## src/rtl/uart_buf_pkg.sv

```systemverilog
// uart_buf_pkg: shared ring geometry, ring-select defaults and arbiter grant encoding
package uart_buf_pkg;
  localparam int DEPTH_LOG2 = 8;
  localparam logic RX_SEL_DEFAULT = 1'b0;
  typedef enum logic [1:0] {GNT_NONE = 2'd0, GNT_USER = 2'd1, GNT_PEER = 2'd2} gnt_e;
  function automatic logic tx_sel(input logic rx_base);
    return ~rx_base;
  endfunction
endpackage

```

## src/rtl/uart_buffer_ctrl_if.sv

```systemverilog
// uart_buffer_ctrl_if: RAM ports, the four ring handshakes and status of the buffer controller
interface uart_buffer_ctrl_if #(parameter int DEPTH_LOG2 = uart_buf_pkg::DEPTH_LOG2);
  localparam int AW = DEPTH_LOG2 + 1;
  logic [AW-1:0] ram_r_addr;
  logic [7:0]    ram_r_data;
  logic [AW-1:0] ram_w_addr;
  logic [7:0]    ram_w_data;
  logic          ram_we;
  logic          user_rd_req, user_rd_ack;
  logic [7:0]    user_rd_data;
  logic          user_wr_req, user_wr_ack;
  logic [7:0]    user_wr_data;
  logic          tx_rd_req, tx_rd_ack;
  logic [7:0]    tx_rd_data;
  logic          rx_wr_req, rx_wr_ack;
  logic [7:0]    rx_wr_data;
  logic [AW-1:0] rx_count, tx_count;
  logic          rx_overflow, clr_overflow;
  modport master (
    output ram_r_data, user_rd_req, user_wr_req, user_wr_data, tx_rd_req, rx_wr_req, rx_wr_data, clr_overflow,
    input  ram_r_addr, ram_w_addr, ram_w_data, ram_we, user_rd_ack, user_rd_data, user_wr_ack,
           tx_rd_ack, tx_rd_data, rx_wr_ack, rx_count, tx_count, rx_overflow
  );
  modport slave (
    input  ram_r_data, user_rd_req, user_wr_req, user_wr_data, tx_rd_req, rx_wr_req, rx_wr_data, clr_overflow,
    output ram_r_addr, ram_w_addr, ram_w_data, ram_we, user_rd_ack, user_rd_data, user_wr_ack,
           tx_rd_ack, tx_rd_data, rx_wr_ack, rx_count, tx_count, rx_overflow
  );
endinterface

```

## src/rtl/uart_rr_arb2.sv

```systemverilog
// uart_rr_arb2: two-requester round-robin arbiter that idles one cycle after every grant
module uart_rr_arb2
  import uart_buf_pkg::*;
(
  input  logic       clk,
  input  logic       rst,
  input  logic [1:0] req,
  output gnt_e       gnt
);
  logic busy;
  gnt_e last;
  always_comb
    gnt = busy ? GNT_NONE
        : &req ? (last == GNT_USER ? GNT_PEER : GNT_USER)
        : req[0] ? GNT_USER
        : req[1] ? GNT_PEER : GNT_NONE;
  // history starts as "peer served" so the user side wins the first contest
  always_ff @(posedge clk or posedge rst)
    if (rst) begin
      busy <= 1'b0;
      last <= GNT_PEER;
    end else begin
      busy <= gnt != GNT_NONE;
      if (gnt != GNT_NONE) last <= gnt;
    end
endmodule

```

## src/rtl/uart_buffer_ctrl.sv

```systemverilog
// uart_buffer_ctrl: RX and TX byte rings sharing one dual-port RAM, one arbiter per RAM port
module uart_buffer_ctrl
  import uart_buf_pkg::*;
#(
  parameter int   DEPTH_LOG2 = uart_buf_pkg::DEPTH_LOG2,
  parameter logic RX_BASE    = RX_SEL_DEFAULT
) (
  input logic               clk,
  input logic               rst,
  uart_buffer_ctrl_if.slave bus
);
  localparam int CW = DEPTH_LOG2 + 1;
  localparam logic [CW-1:0] FULL = {1'b1, {DEPTH_LOG2{1'b0}}};
  localparam logic TX_BASE = tx_sel(RX_BASE);
  logic [DEPTH_LOG2-1:0] rx_wr_ptr, rx_rd_ptr, tx_wr_ptr, tx_rd_ptr;
  logic [CW-1:0] rx_count, tx_count;
  gnt_e rd_gnt, wr_gnt, rd_pend;
  logic rx_full, user_pop, tx_pop, user_push, rx_push, rx_store;
  // a requester whose ack is showing is finishing, not asking again
  uart_rr_arb2 u_rd_arb (
    .clk(clk),
    .rst(rst),
    .req({bus.tx_rd_req & ~bus.tx_rd_ack & (tx_count != '0),
          bus.user_rd_req & ~bus.user_rd_ack & (rx_count != '0)}),
    .gnt(rd_gnt)
  );
  uart_rr_arb2 u_wr_arb (
    .clk(clk),
    .rst(rst),
    .req({bus.rx_wr_req & ~bus.rx_wr_ack,
          bus.user_wr_req & ~bus.user_wr_ack & (tx_count != FULL)}),
    .gnt(wr_gnt)
  );
  assign rx_full   = rx_count == FULL;
  assign user_pop  = rd_gnt == GNT_USER;
  assign tx_pop    = rd_gnt == GNT_PEER;
  assign user_push = wr_gnt == GNT_USER;
  assign rx_push   = wr_gnt == GNT_PEER;
  assign rx_store  = rx_push & ~rx_full;
  assign bus.rx_count = rx_count;
  assign bus.tx_count = tx_count;
  always_ff @(posedge clk or posedge rst)
    if (rst) begin
      rx_wr_ptr        <= '0;
      rx_rd_ptr        <= '0;
      tx_wr_ptr        <= '0;
      tx_rd_ptr        <= '0;
      rx_count         <= '0;
      tx_count         <= '0;
      rd_pend          <= GNT_NONE;
      bus.ram_r_addr   <= '0;
      bus.ram_w_addr   <= '0;
      bus.ram_w_data   <= '0;
      bus.ram_we       <= 1'b0;
      bus.user_rd_ack  <= 1'b0;
      bus.user_rd_data <= '0;
      bus.tx_rd_ack    <= 1'b0;
      bus.tx_rd_data   <= '0;
      bus.user_wr_ack  <= 1'b0;
      bus.rx_wr_ack    <= 1'b0;
      bus.rx_overflow  <= 1'b0;
    end else begin
      rd_pend         <= rd_gnt;
      bus.user_rd_ack <= rd_pend == GNT_USER;
      bus.tx_rd_ack   <= rd_pend == GNT_PEER;
      if (rd_pend == GNT_USER) bus.user_rd_data <= bus.ram_r_data;
      if (rd_pend == GNT_PEER) bus.tx_rd_data <= bus.ram_r_data;
      if (user_pop) begin
        bus.ram_r_addr <= {RX_BASE, rx_rd_ptr};
        rx_rd_ptr      <= rx_rd_ptr + DEPTH_LOG2'(1);
      end
      if (tx_pop) begin
        bus.ram_r_addr <= {TX_BASE, tx_rd_ptr};
        tx_rd_ptr      <= tx_rd_ptr + DEPTH_LOG2'(1);
      end
      bus.ram_we      <= user_push | rx_store;
      bus.user_wr_ack <= user_push;
      bus.rx_wr_ack   <= rx_push;
      if (user_push) begin
        bus.ram_w_addr <= {TX_BASE, tx_wr_ptr};
        bus.ram_w_data <= bus.user_wr_data;
        tx_wr_ptr      <= tx_wr_ptr + DEPTH_LOG2'(1);
      end
      if (rx_store) begin
        bus.ram_w_addr <= {RX_BASE, rx_wr_ptr};
        bus.ram_w_data <= bus.rx_wr_data;
        rx_wr_ptr      <= rx_wr_ptr + DEPTH_LOG2'(1);
      end
      rx_count        <= rx_count + CW'(rx_store) - CW'(user_pop);
      tx_count        <= tx_count + CW'(user_push) - CW'(tx_pop);
      bus.rx_overflow <= (rx_push & rx_full) | (bus.rx_overflow & ~bus.clr_overflow);
    end
endmodule
```

## src/flat_wrapper.sv

```systemverilog
// flat-port wrapper written by rule: the top's interface ports become plain ports
module uart_buffer_ctrl_flat import uart_buf_pkg::*;
#(
  parameter int   DEPTH_LOG2 = uart_buf_pkg::DEPTH_LOG2,
  parameter logic RX_BASE    = RX_SEL_DEFAULT
)
  (clk, rst, bus_ram_r_data, bus_user_rd_req, bus_user_wr_req, bus_user_wr_data, bus_tx_rd_req, bus_rx_wr_req, bus_rx_wr_data, bus_clr_overflow, bus_ram_r_addr, bus_ram_w_addr, bus_ram_w_data, bus_ram_we, bus_user_rd_ack, bus_user_rd_data, bus_user_wr_ack, bus_tx_rd_ack, bus_tx_rd_data, bus_rx_wr_ack, bus_rx_count, bus_tx_count, bus_rx_overflow);
  uart_buffer_ctrl_if #(.DEPTH_LOG2(DEPTH_LOG2)) bus_i ();
  input logic clk;
  input logic rst;
  input wire logic [$bits(bus_i.ram_r_data)-1:0] bus_ram_r_data;
  input wire logic [$bits(bus_i.user_rd_req)-1:0] bus_user_rd_req;
  input wire logic [$bits(bus_i.user_wr_req)-1:0] bus_user_wr_req;
  input wire logic [$bits(bus_i.user_wr_data)-1:0] bus_user_wr_data;
  input wire logic [$bits(bus_i.tx_rd_req)-1:0] bus_tx_rd_req;
  input wire logic [$bits(bus_i.rx_wr_req)-1:0] bus_rx_wr_req;
  input wire logic [$bits(bus_i.rx_wr_data)-1:0] bus_rx_wr_data;
  input wire logic [$bits(bus_i.clr_overflow)-1:0] bus_clr_overflow;
  output wire logic [$bits(bus_i.ram_r_addr)-1:0] bus_ram_r_addr;
  output wire logic [$bits(bus_i.ram_w_addr)-1:0] bus_ram_w_addr;
  output wire logic [$bits(bus_i.ram_w_data)-1:0] bus_ram_w_data;
  output wire logic [$bits(bus_i.ram_we)-1:0] bus_ram_we;
  output wire logic [$bits(bus_i.user_rd_ack)-1:0] bus_user_rd_ack;
  output wire logic [$bits(bus_i.user_rd_data)-1:0] bus_user_rd_data;
  output wire logic [$bits(bus_i.user_wr_ack)-1:0] bus_user_wr_ack;
  output wire logic [$bits(bus_i.tx_rd_ack)-1:0] bus_tx_rd_ack;
  output wire logic [$bits(bus_i.tx_rd_data)-1:0] bus_tx_rd_data;
  output wire logic [$bits(bus_i.rx_wr_ack)-1:0] bus_rx_wr_ack;
  output wire logic [$bits(bus_i.rx_count)-1:0] bus_rx_count;
  output wire logic [$bits(bus_i.tx_count)-1:0] bus_tx_count;
  output wire logic [$bits(bus_i.rx_overflow)-1:0] bus_rx_overflow;
  assign bus_i.ram_r_data = bus_ram_r_data;
  assign bus_i.user_rd_req = bus_user_rd_req;
  assign bus_i.user_wr_req = bus_user_wr_req;
  assign bus_i.user_wr_data = bus_user_wr_data;
  assign bus_i.tx_rd_req = bus_tx_rd_req;
  assign bus_i.rx_wr_req = bus_rx_wr_req;
  assign bus_i.rx_wr_data = bus_rx_wr_data;
  assign bus_i.clr_overflow = bus_clr_overflow;
  assign bus_ram_r_addr = bus_i.ram_r_addr;
  assign bus_ram_w_addr = bus_i.ram_w_addr;
  assign bus_ram_w_data = bus_i.ram_w_data;
  assign bus_ram_we = bus_i.ram_we;
  assign bus_user_rd_ack = bus_i.user_rd_ack;
  assign bus_user_rd_data = bus_i.user_rd_data;
  assign bus_user_wr_ack = bus_i.user_wr_ack;
  assign bus_tx_rd_ack = bus_i.tx_rd_ack;
  assign bus_tx_rd_data = bus_i.tx_rd_data;
  assign bus_rx_wr_ack = bus_i.rx_wr_ack;
  assign bus_rx_count = bus_i.rx_count;
  assign bus_tx_count = bus_i.tx_count;
  assign bus_rx_overflow = bus_i.rx_overflow;
  uart_buffer_ctrl #(.DEPTH_LOG2(DEPTH_LOG2), .RX_BASE(RX_BASE)) u_core (.clk(clk), .rst(rst), .bus(bus_i));
endmodule
```

## config.mk

```make
export PLATFORM = sky130hd
export DESIGN_NAME = uart_buffer_ctrl_flat
export DESIGN_NICKNAME = d
export VERILOG_FILES = /design/src/rtl/uart_buf_pkg.sv /design/src/rtl/uart_buffer_ctrl_if.sv /design/src/rtl/uart_rr_arb2.sv /design/src/rtl/uart_buffer_ctrl.sv /design/src/flat_wrapper.sv
export SDC_FILE = /design/constraint.sdc
export NUM_CORES = 1
export LEC_CHECK = 0
export CORE_UTILIZATION = 45
export CTS_CLUSTER_DIAMETER = 30
export CTS_CLUSTER_SIZE = 30
export DETAILED_ROUTE_END_ITERATION = 10
export GPL_TIMING_DRIVEN = 1
export PLACE_DENSITY = 0.7
export SETUP_SLACK_MARGIN = 0.2
export SLEW_MARGIN = 40
export SYNTH_ARGS = -nofsm -noshare
export SYNTH_HDL_FRONTEND = slang
export SYNTH_HIERARCHICAL = 1
export SYNTH_SLANG_ARGS = --single-unit
```

## constraint.sdc

```tcl
create_clock -name clk -period 3.5 [get_ports clk]
set_input_delay 1.05 -clock clk [delete_from_list [all_inputs] [get_ports clk]]
set_output_delay 1.05 -clock clk [all_outputs]
set_load 0.01 [all_outputs]
```

==> out/results.txt <==
Peak supply drop -> 688.3 µV
Root buf cell -> clkbuf_16
Ys flop type -> dfrtp_1
Clock sink count -> 106
CP bufs+invs -> 6
CTS H-tree depth -> 3
Starting Density -> 46.23%
Dominant cell type by area after synthesis -> dfrtp_1
Setup ws final -> 0.1692 ns
Initial DRT Pass Iterations -> 4
R2r endpoint -> u_core/bus.rx_count[8]
Congestion Overflow GR -> 0
Crit path largest cell delay -> 0.36 ns
Reg2Reg Setup Slack -> 0.17 ns
Worst path required time -> 3.74 ns
Port Buffers -> 96
Final period utilization -> 95.17%
Core footprint -> 0.01142 mm²
Syn Nets -> 528
Yosys warnings -> 6
First-pass GRT wire length -> 19100 µm
Launching point of the worst reg2reg path -> u_core/bus.tx_count[2]
Status -> complete, no violations
Worst-margin pin slew -> 0.5523 ns
Dpl hpwl -> 8008 µm
Die Y -> 110.3 µm
CTS tree -> yes
CP startpoint kind -> input port
Yosys reg bits -> 106
Critical path type -> input port to register
Final WL -> 11870 µm
Final setup violation count -> 0
Worst min-delay path class -> register to register
Syn Inst Count -> 465
GPL Wtd Cong -> 0.8805
Leak pwr -> 3.394 nW
Pre-CTS WS -> -0.6241 ns
Final core utilization -> 66.40%
DRC viols -> 0
GRT Total Usage -> 20.67%
N_diodes -> 0
Hold path cells -> 1
# rows -> 39
Clk buf depth -> 2
Clk Latency, worst-skew pair -> 0.35 ns
Layout cells sized above 1 -> 30.30%
Critical Path AT -> 3.57 ns
Post-DRT Antenna Nets -> 0
Delay-heaviest family, CP -> compound AO/OA/AOI/OAI gates
Nature of the critical path endpoint -> register
Hold-fix buffers, CTS -> 0
Slew Viols, Final -> 0
Top cells by area, synth -> dfrtp_1 49%, mux2_2 7.7%, ha_1 7.1%, mux2i_1 4.6%, xnor2_1 4.3%
Unrepaired setup endpoints after global routing -> yes
Initial antenna violation count -> 0
First DRT Iteration DRCs -> 120
Ys async rst share -> 100.0%
Hold wc startpoint -> u_core/u_wr_arb/busy
Largest net degree at the start of global routing -> 69
Nets -> 695
Vias in the first global route -> 4029
Die X-Extent -> 110.3 µm
Max Fclk -> 300.2 MHz
Synth top area share -> 49.30%
Synthesized cell area -> 0.005279 mm²
Wirelength per Cell -> 15.21 µm
Clk pin slew, worst setup/hold paths -> 0.07 ns
R2R cell count -> 21
Die area -> 0.01217 mm²
Number of flops mapped to enable cells by yosys -> 0
IO Count -> 97
Total power -> 0.007522 W
CP cell instances -> dlygate4sd2_1 -> inv_1 -> a311oi_4 -> buf_4 -> a21oi_4 -> buf_4 -> buf_4 -> ha_4 -> ha_4 -> inv_2 -> ha_4 -> a21oi_4 -> nor2b_2 -> a311oi_2 -> a211oi_2 -> xnor2_1
Max_cap viols -> 0
Detailed-route vias per instance -> 5.026
Critical path's slowest cell -> a311oi_2
Pwr Density -> 992.0 mW/mm²
Routed vias -> 3920
Crit path max fanout -> 2
Synthesis-to-layout area growth -> 43.64%
Hold Path Sink -> u_core/u_wr_arb/busy
Syn avg cell area -> 11.35 µm²
Clock Skew -> 0.003838 ns
CTS Buf Count -> 9
Post-synthesis sequential area ratio -> 50.30%
Final min period -> 3.331 ns
Netlist cell types -> 46
Max_slew headroom -> 63.01%
Final Hold Viols -> 0
timing repair:
action	in CTS	in global routing
resized for setup	40	20
endpoints found under the setup margin	15	7
setup buffers	25	11
pin swaps	25	28
routing by layer:
layer / global-route usage [%] / wire length, µm
met1: 27.10 / 5342
met3: 3.704 / 352
met2: 33.72 / 5947
met5: 0 / 0
met4: 8.647 / 223
cell families after synthesis:
| kind of cell | Yosys count | share of synthesized area, % |
|---|---|---|
| AOI/OAI and AO/OA | 55 | 6.424 |
| buffers and inverters | 55 | 4.409 |
| adders and majority gates | 32 | 7.869 |
| muxes | 60 | 12.23 |
| xor gates and xnor gates | 43 | 7.134 |
| and+or+nand+nor | 114 | 11.64 |
| DFF | 106 | 50.30 |
through the flow:
step / std cells / cell area (µm²) / setup TNS (ns) / hold slack (ns)
6_report: 780 / 7582 / 0 / 0.4556
5_1_grt: 780 / 7582 / -0.04437 / 0.4726
4_1_cts: 769 / 7378 / 0 / 0.4513
3_5_place_dp: 728 / 6738 / -6.145 / 0.4398
3_3_place_gp: 728 / 6735 / -5.296 / 0.4274
2_1_floorplan: 465 / 5368 / -0.07863 / 0.4072
synthesized netlist by cell type (2+ instances only):
| master | number |
|---|---|
| o2bb2ai_1 | 2 |
| xnor2_1 | 26 |
| nor2_1 | 30 |
| o21ai_1 | 8 |
| fa_1 | 2 |
| mux2_2 | 36 |
| nand2_1 | 36 |
| a311oi_1 | 3 |
| buf_2 | 3 |
| nor3b_1 | 2 |
| or3_1 | 2 |
| inv_1 | 39 |
| inv_2 | 2 |
| nor2b_1 | 5 |
| o21ai_0 | 13 |
| ha_1 | 30 |
| dfrtp_1 | 104 |
| mux2i_1 | 24 |
| clkbuf_1 | 8 |
| o22ai_1 | 2 |
| nand3_1 | 5 |
| and3_1 | 3 |
| a2bb2oi_2 | 2 |
| a21oi_1 | 18 |
| nand4_1 | 12 |
| buf_6 | 3 |
| xor2_1 | 17 |
| nand2b_1 | 7 |
| dfstp_2 | 2 |
| nor2b_4 | 2 |
| nand4b_1 | 2 |
sequential cells by signal, summed over array words and instances, names as in the netlist, 2 cells and up:
| name | cells |
|---|---|
| u_core/rd_pend | 2 |
| u_core/bus.ram_r_addr | 9 |
| u_core/bus.tx_rd_data | 8 |
| u_core/tx_rd_ptr | 8 |
| u_core/tx_wr_ptr | 8 |
| u_core/bus.ram_w_data | 8 |
| u_core/rx_wr_ptr | 8 |
| u_core/bus.rx_count | 9 |
| u_core/bus.user_rd_data | 8 |
| u_core/bus.tx_count | 9 |
| u_core/u_rd_arb/last | 2 |
| u_core/u_wr_arb/last | 2 |
| u_core/bus.ram_w_addr | 9 |
| u_core/rx_rd_ptr | 8 |
power breakdown:
group | total [W] | switching, W | internal (W)
Combinational | 0.00423 | 0.00188 | 0.00235
Clock | 0.00106 | 0.000494 | 0.000568
Sequential | 0.00223 | 0.000459 | 0.00177
how the worst max path moves through the flow:
stage                                start  cells after the start                      to
finish                       bus_tx_rd_req                     16  u_core/bus.rx_count[7]
CTS                 u_core/bus.tx_count[6]                     21  u_core/bus.rx_count[8]
global placement             bus_tx_rd_req                     16  u_core/bus.tx_count[8]
detailed placement           bus_tx_rd_req                     17  u_core/bus.rx_count[8]
floorplan                  bus_user_wr_req                     16  u_core/bus.tx_count[8]
global route        u_core/bus.tx_count[3]                     19  u_core/bus.rx_count[5]
layout by cell type (no fill, tap or decap), types with 13 or more instances in the layout:
cell             instances
inv_2                   17
nand2_1                 35
o21ai_0                 13
ha_1                    19
buf_4                   71
nor2_1                  26
mux2i_1                 24
inv_1                   22
dfrtp_1                104
xor2_1                  17
mux2_2                  36
xnor2_1                 26
clkdlybuf4s50_1         92
cell type report:
class                           instances  area [µm²]
Clock buffer                            9       225.2
Clock inverter                          7       82.58
Fill cell                             863        3836
Inverter                               41       160.2
Multi-Input combinational cell        304        2749
Sequential cell                       106        2655
Tap cell                              143       178.9
Timing Repair Buffer                  170        1531
Power figures use the tool's default switching activity.
